==> src/rtl/seg7_scan_driver.sv <==
// Time-multiplexed, double-buffered hex 7-segment scan driver.
// Define SEG7_LEADING_ZERO_BLANK_EN to blank digits above the most significant nonzero digit.
module seg7_scan_driver #(
  parameter int NUM_DIGITS  = 4,
  parameter int REFRESH_DIV = 50000,
  parameter bit ACTIVE_LOW  = 1'b0
) (
  input  logic                    clk,
  input  logic                    rst,
  input  logic                    en,
  input  logic                    load,
  input  logic [4*NUM_DIGITS-1:0] value_in,
  input  logic [NUM_DIGITS-1:0]   dp_in,
  output logic [6:0]              seg,
  output logic                    dp,
  output logic [NUM_DIGITS-1:0]   an,
  output logic                    frame_done,
  output logic                    pending
);

  localparam int CNT_W = $clog2(REFRESH_DIV);
  localparam int IDX_W = (NUM_DIGITS > 1) ? $clog2(NUM_DIGITS) : 1;
  localparam logic [CNT_W-1:0] LAST_CNT = CNT_W'(REFRESH_DIV - 1);
  localparam logic [IDX_W-1:0] LAST_IDX = IDX_W'(NUM_DIGITS - 1);

  logic [CNT_W-1:0]        div_cnt_q,  div_cnt_d;
  logic [IDX_W-1:0]        dig_idx_q,  dig_idx_d;
  logic [4*NUM_DIGITS-1:0] disp_val_q, disp_val_d;
  logic [NUM_DIGITS-1:0]   disp_dp_q,  disp_dp_d;
  logic [4*NUM_DIGITS-1:0] pend_val_q, pend_val_d;
  logic [NUM_DIGITS-1:0]   pend_dp_q,  pend_dp_d;
  logic                    pending_q,  pending_d;
  logic [6:0]              seg_q,      seg_d;
  logic                    dp_q,       dp_d;
  logic [NUM_DIGITS-1:0]   an_q,       an_d;

  logic                    slot_end;
  logic                    frame_end;
  logic [3:0]              nib_sel;
  logic                    dp_sel;
  logic [NUM_DIGITS-1:0]   an_sel;
  logic [6:0]              seg_dec;

  function automatic logic [6:0] hex2seg(input logic [3:0] h);
    case (h)
      4'h0: hex2seg = 7'h3F;
      4'h1: hex2seg = 7'h06;
      4'h2: hex2seg = 7'h5B;
      4'h3: hex2seg = 7'h4F;
      4'h4: hex2seg = 7'h66;
      4'h5: hex2seg = 7'h6D;
      4'h6: hex2seg = 7'h7D;
      4'h7: hex2seg = 7'h07;
      4'h8: hex2seg = 7'h7F;
      4'h9: hex2seg = 7'h6F;
      4'hA: hex2seg = 7'h77;
      4'hB: hex2seg = 7'h7C;
      4'hC: hex2seg = 7'h39;
      4'hD: hex2seg = 7'h5E;
      4'hE: hex2seg = 7'h79;
      4'hF: hex2seg = 7'h71;
    endcase
  endfunction

  // Scan position and buffer hand-over; a load on the boundary cycle still
  // lets the previously pending data move to the display first.
  always_comb begin
    slot_end   = en && (div_cnt_q == LAST_CNT);
    frame_end  = slot_end && (dig_idx_q == LAST_IDX);
    div_cnt_d  = div_cnt_q;
    dig_idx_d  = dig_idx_q;
    disp_val_d = disp_val_q;
    disp_dp_d  = disp_dp_q;
    pend_val_d = pend_val_q;
    pend_dp_d  = pend_dp_q;
    pending_d  = pending_q;

    if (en) begin
      div_cnt_d = slot_end ? '0 : div_cnt_q + 1'b1;
    end
    if (slot_end) begin
      dig_idx_d = frame_end ? '0 : dig_idx_q + 1'b1;
    end
    if (frame_end && pending_q) begin
      disp_val_d = pend_val_q;
      disp_dp_d  = pend_dp_q;
      pending_d  = 1'b0;
    end
    if (load) begin
      pend_val_d = value_in;
      pend_dp_d  = dp_in;
      pending_d  = 1'b1;
    end
  end

`ifdef SEG7_LEADING_ZERO_BLANK_EN
  logic [NUM_DIGITS-1:0] lz_blank;

  always_comb begin : lz_blank_comb
    logic nz_above;
    nz_above = 1'b0;
    lz_blank = '0;
    for (int k = NUM_DIGITS - 1; k > 0; k--) begin
      nz_above    = nz_above | (disp_val_q[4*k +: 4] != 4'h0);
      lz_blank[k] = ~nz_above;
    end
  end
`endif

  always_comb begin
    nib_sel = '0;
    dp_sel  = 1'b0;
    an_sel  = '0;
    seg_d   = '0;
    dp_d    = 1'b0;
    an_d    = '0;
    for (int k = 0; k < NUM_DIGITS; k++) begin
      if (dig_idx_q == IDX_W'(k)) begin
        nib_sel   = disp_val_q[4*k +: 4];
        dp_sel    = disp_dp_q[k];
        an_sel[k] = 1'b1;
      end
    end
    seg_dec = hex2seg(nib_sel);
`ifdef SEG7_LEADING_ZERO_BLANK_EN
    if ((lz_blank & an_sel) != '0) begin
      seg_dec = 7'h00;
    end
`endif
    if (en) begin
      seg_d = seg_dec;
      dp_d  = dp_sel;
      an_d  = an_sel;
    end
  end

  always_ff @(posedge clk) begin
    if (rst) begin
      div_cnt_q  <= '0;
      dig_idx_q  <= '0;
      disp_val_q <= '0;
      disp_dp_q  <= '0;
      pend_val_q <= '0;
      pend_dp_q  <= '0;
      pending_q  <= 1'b0;
      seg_q      <= '0;
      dp_q       <= 1'b0;
      an_q       <= '0;
    end else begin
      div_cnt_q  <= div_cnt_d;
      dig_idx_q  <= dig_idx_d;
      disp_val_q <= disp_val_d;
      disp_dp_q  <= disp_dp_d;
      pend_val_q <= pend_val_d;
      pend_dp_q  <= pend_dp_d;
      pending_q  <= pending_d;
      seg_q      <= seg_d;
      dp_q       <= dp_d;
      an_q       <= an_d;
    end
  end

  assign seg        = seg_q ^ {7{ACTIVE_LOW}};
  assign dp         = dp_q ^ ACTIVE_LOW;
  assign an         = an_q ^ {NUM_DIGITS{ACTIVE_LOW}};
  assign frame_done = frame_end;
  assign pending    = pending_q;

endmodule
==> config.mk <==
export PLATFORM = sky130hd
export DESIGN_NAME = seg7_scan_driver
export DESIGN_NICKNAME = d
export VERILOG_FILES = /design/src/rtl/seg7_scan_driver.sv
export SDC_FILE = /design/constraint.sdc
export NUM_CORES = 1
export LEC_CHECK = 0
export CAP_MARGIN = 20
export CORE_ASPECT_RATIO = 1.25
export CORE_UTILIZATION = 28
export CTS_BUF_LIST = sky130_fd_sc_hd__clkbuf_8
export DETAILED_ROUTE_END_ITERATION = 7
export SLEW_MARGIN = 20
export SYNTH_ARGS = -nofsm -noshare
export SYNTH_HDL_FRONTEND = slang
export SYNTH_SLANG_ARGS = --single-unit
export TNS_END_PERCENT = 1
==> constraint.sdc <==
create_clock -name clk -period 2.7 [get_ports clk]
set_clock_uncertainty 0.05 [all_clocks]
set_input_delay 0.27 -clock clk [delete_from_list [all_inputs] [get_ports clk]]
set_output_delay 0.27 -clock clk [all_outputs]
set_load 0.1 [all_outputs]
---- Yosys cells after proc, flatten, opt, wreduce, memory -nomap -nowiden ----
Memory sizes are Yosys's and may differ from the RTL's. A register that Yosys moved wholly into a read port is not among the register bits.
Cells that the tools add are included.
storage, ports and cells
  register bits ........................... 64
  memory bits (read-only) ................. 112
  input bits .............................. 24
  output and inout port bits .............. 14
  logic and storage cells ................. 39
  memories ................................ 1
operators by class
  add/sub/neg operators ................... 2
  eq/ne operators ......................... 4
  muxes and demuxes ....................... 16
  bitwise logic cells ..................... 1
  reduce and logical (&&, ||, !) cells .... 6
memories
  name             words  bits a word  rd ports  clocked after Yosys merged registers in  write ports  RTL line  source
  (no name shown)  16     7            1         1                                        0            45        case (h)
operator list
  kind                     number
  $add A16 B1 Y16 const B  1
  $eq A16 B16 Y1 const B   1
  $mux W16                 1
  $mux W4                  4
  $mux W1                  10
  $eq A2 B2 Y1 const B     2
  $logic_and A1 B1 Y1      3
  $add A2 B1 Y2 const B    1
  $eq A2 B1 Y1 const B     1
  $logic_not A2 Y1         1
  $mux W2                  1
  $reduce_bool A2 Y1       1
  $reduce_or A2 Y1         1
  $not A1 Y1               1

---- Logic depth before layout (Yosys ltp) ----
  depth in word-level cells ............... 6
  mapped depth ............................ 11

---- Worst setup path after synthesis ----
Ideal clock, no wire load.
  path type ............................... flip-flop to flip-flop
  start point ............................. register dig_idx_q[1]
  end point ............................... register seg_q[0], in the netlist seg[0]
  setup time .............................. 59 ps
  arrival ................................. 2167 ps
  path slack .............................. 424 ps
  stages on the path, launching flop included .. 11
  buffers on the path ..................... 1
  clock period less this slack ............ 2276 ps
  path through ............................ dfxtp_1 inv_1 ha_1 clkbuf_1 nor2b_1 nand2_1 a221oi_1 inv_1 ha_1 nor3_1 o31a_1
between the ends
  word-level cells in the longest chain between the ends .. 5
  elaborated cells on any way between the ends .. 8
  those cells by class .................... eq/ne: 3; mux: 4; reduce/logical: 1
RTL lines
  what                    RTL line  source
  from (decl)             27        logic [IDX_W-1:0] dig_idx_q, dig_idx_d;
  from (signal assigned)  151       dig_idx_q <= dig_idx_d;
  $logic_not A2 Y1        118       if (dig_idx_q == IDX_W'(k)) begin
  $mux W4 (3 in a row)    118
  $mux W4 (*)             118
  to (decl)               33        logic [6:0] seg_q, seg_d;
Mark *: on every way between the ends. The rest lies on a longest branch, timed or not.
A chain may end at the register's enable or synchronous reset.

---- Worst setup path in the final report ----
  start point ............................. register div_cnt_q[3]
  end point ............................... output port frame_done
between the ends
  word-level cells in the longest chain between the ends .. 3
RTL lines
  what                    RTL line  source
  from (decl)             26        logic [CNT_W-1:0] div_cnt_q, div_cnt_d;
  from (signal assigned)  150       div_cnt_q <= div_cnt_d;
  $eq A16 B16 Y1          68        slot_end = en && (div_cnt_q == LAST_CNT);
  $logic_and A1 B1 Y1     68
  $logic_and A1 B1 Y1     69        frame_end = slot_end && (dig_idx_q == LAST_IDX);
  to (decl)               17        output logic frame_done,
No other way between the ends.

==> impl_metrics.ini <==
[route]
drtAntennaViolNets = 0
drcViolationCount = 0
num_vias = 2271
drtIter0Drc = 69
vias_per_cell = 4.57
drt_first_pass_iters = 4
avgRoutedWirePerCell_um = 12.4
routed_wl_um = 6150

[clocking]
hold_buffers = 0
cts_made_buffers = 9
cts.sinks = 71
ctsResizeCount = 0
insertion_delay_ns = 0.35
clock_path_buffers = 2
htreeDepth = 3
root_buffer = clkbuf_8
clk_pin_slew_ns = 0.07
cts_setup_buffers = 0
cts_tree = built

[synth]
yosysMostFrequentCell = dfxtp_1
synth-seq-area-share_pct = 45.7
syn_nets = 358
synth.distinct_cells = 39
synth.top_cell.area_share_pct = 45.7
synth_edf_count = 0
synth-async-reset-ratio_pct = 0
synth_area_sq_um = 3110
synth_largest_area_cell = dfxtp_1
synth-seq-cells = 71
synth_area_leaders = dfxtp_1 (46%), mux2i_1 (14%), nor2_1 (8.2%), ha_1 (4.8%), xor2_1 (3.4%)
synth_ff_type = dfxtp_1
syn_avg_cell_area_sq_um = 9.67
ys_warn_count = 0
synth_cells = 322
synth.cells.most_frequent = dfxtp_1 (71), nor2_1 (68), mux2i_1 (44)

[sta]
setup_violations = 0
fin_crit_ns = 2.36
setup_ws_ns = 0.345
rsz0062_at_grt = no
period_share_pct = 87.2
slew_headroom_pct = 61.7
tightest_slew_ns = 0.571
slew_violations = 0
fmax_ghz = 0.425
finalHoldViolations = 0
setup_tns_ns = 0

[worst_setup_path]
reg2reg_depth = 9
cp_slowest_stage_delay_ns = 0.50
setup.worst_path.start_class = register
required_ns = 2.38
reg2reg_to = seg[0]
cp.depth = 5
cp_slowest_cell = or4b_4
crit_family = simple AND/OR/NAND/NOR gates
arrival_ns = 2.04
cp_num_buf_inv = 2
critPathMaxFanout = 6
path_cells = or4b_4, nor3_4, nand3_1, inv_1, buf_12
crit_start = div_cnt_q[3]
crit_type = reg -> out
worstSetupEndpointType = output pin
endpoint = frame_done
worstReg2RegStart = dig_idx_q[1]
r2r_setup_slack_ns = 0.40

[power]
combinationalPowerShare_pct = 7.4
internal-power_uw = 1670
powerDensity_nw_per_um2 = 574
p_sw_uw = 492
power_frac_clock_pct = 42.3
vdd_drop_max_v = 0.000237
power.leakage_uw = 0.00166
swShare_pct = 22.7
pwr-share-seq_pct = 50.3

[grt]
grt_usage_pct = 12.0
grt_max_degree = 45
grt_pass1_vias = 2253
overflow = 0
grt_pass1_wl_um = 10600
antenna_found_initial = 0

[placement]
dp_slack_ns = 0.261
io_buffers = 37
dp_hpwl_um = 4460
place.gp.congestion = 0.778

[finish]
num-fill-cells = 1132
fin_nets = 397
layout-drive-gt1-share_pct = 11.0
num_antenna_cells = 0
area_growth_pct = 21.2

[floorplanning]
ios = 38
die_y_um = 120
rows = 42
die_w_um = 96.3
fp.dieArea_sq_um = 11500
initial_core_util_pct = 29.0
core_sq_um = 10700

[worst_hold_path]
hp-class = reg -> reg

[job]
maxCapViolCount = 0

[outcome]
outcome = complete, no violations
how the worst min path moves through the flow:
stage	start	slack [ns]	depth (start not counted)	endpoint
final	dig_idx_q[0]	0.45	2	dig_idx_q[0]
after global placement	pend_dp_q[3]	0.42	2	disp_dp_q[3]
after detailed placement	pend_val_q[6]	0.44	2	disp_val_q[6]
after CTS	pend_dp_q[0]	0.45	2	disp_dp_q[0]
after global routing	pend_val_q[6]	0.48	2	disp_val_q[6]
after floorplan	dp_in[0]	0.37	2	pend_dp_q[0]
layer usage:
layer | vias to the layer above | track usage [%] | wire length, um
met4 | 0 | 5.24 | 101
met1 | 1043 | 15.3 | 3010
met3 | 7 | 3.74 | 222
met5 | - | 0 | 0
met2 | 41 | 18.4 | 2820
li1 | 1180 | - | -
power by group through the flow:
stage	Sequential [uW]	Clock, uW	Combinational, uW
finish	1090	915	160
global route	1090	990	173
CTS	1090	937	163
detailed placement	1110	0	163
global placement	1110	0	160
floorplan	1160	0	63.3
tightest hold or removal path, stage by stage, from the launching register on:
cell	delay, ns
dfxtp_1	0.34
nand2_1	0.06
a21oi_1	0.05
layout make-up:
type | count | area, sq um | area share (%)
clock buffers | 10 | 138 | 3.65
clock inverters | 5 | 75.1 | 1.99
inverters | 9 | 33.8 | 0.896
multi-input cells | 226 | 1540 | 40.8
flip-flops and latches | 71 | 1420 | 37.7
well taps | 132 | 165 | 4.38
repair buffers | 44 | 400 | 10.6
per-stage QoR:
step	total power (uW)	utilization [%]	hold slack [ns]	std cells	cell area [sq um]
3_3_place_gp	1270	33.1	0.423	482	3550
6_report	2170	35.2	0.447	497	3770
5_1_grt	2250	35.2	0.477	497	3770
3_5_place_dp	1280	33.1	0.435	482	3550
2_1_floorplan	1220	-	0.367	322	3110
4_1_cts	2190	35.1	0.453	497	3770
layout by cell type, fill, tap and decap left out, types with 4 or more instances in the layout:
master / netlist / final
nand4_1: 6 / 6
clkdlybuf4s50_1: 0 / 23
nand2_1: 18 / 18
nor3b_1: 4 / 4
dfxtp_1: 71 / 71
mux2i_1: 44 / 44
and2_1: 5 / 5
xor2_1: 12 / 12
a221oi_1: 6 / 5
nand3_1: 9 / 9
ha_1: 12 / 12
clkbuf_8: 2 / 10
nor2b_1: 4 / 4
nor2_1: 68 / 68
nor3_1: 5 / 5
buf_4: 1 / 20
a21oi_1: 7 / 7
inv_1: 9 / 11
kinds of logic after synthesis:
group / share of synthesized area, %
multiplexers: 14.1
XOR/XNOR: 3.94
adder cells (fa/ha/maj): 4.82
flip-flops: 45.7
buffers and inverters: 5.10
AND/OR/NAND/NOR: 20.8
AO/OA/AOI/OAI: 5.51
state kept, by name, indices dropped and copies added (netlist names):
signal,cells
seg,7
pend_val_q,16
dp,1
disp_val_q,16
disp_dp_q,4
pending,1
pend_dp_q,4
div_cnt_q,16
an,4
dig_idx_q,2
Note: power is estimated with default switching activity, not from simulation.
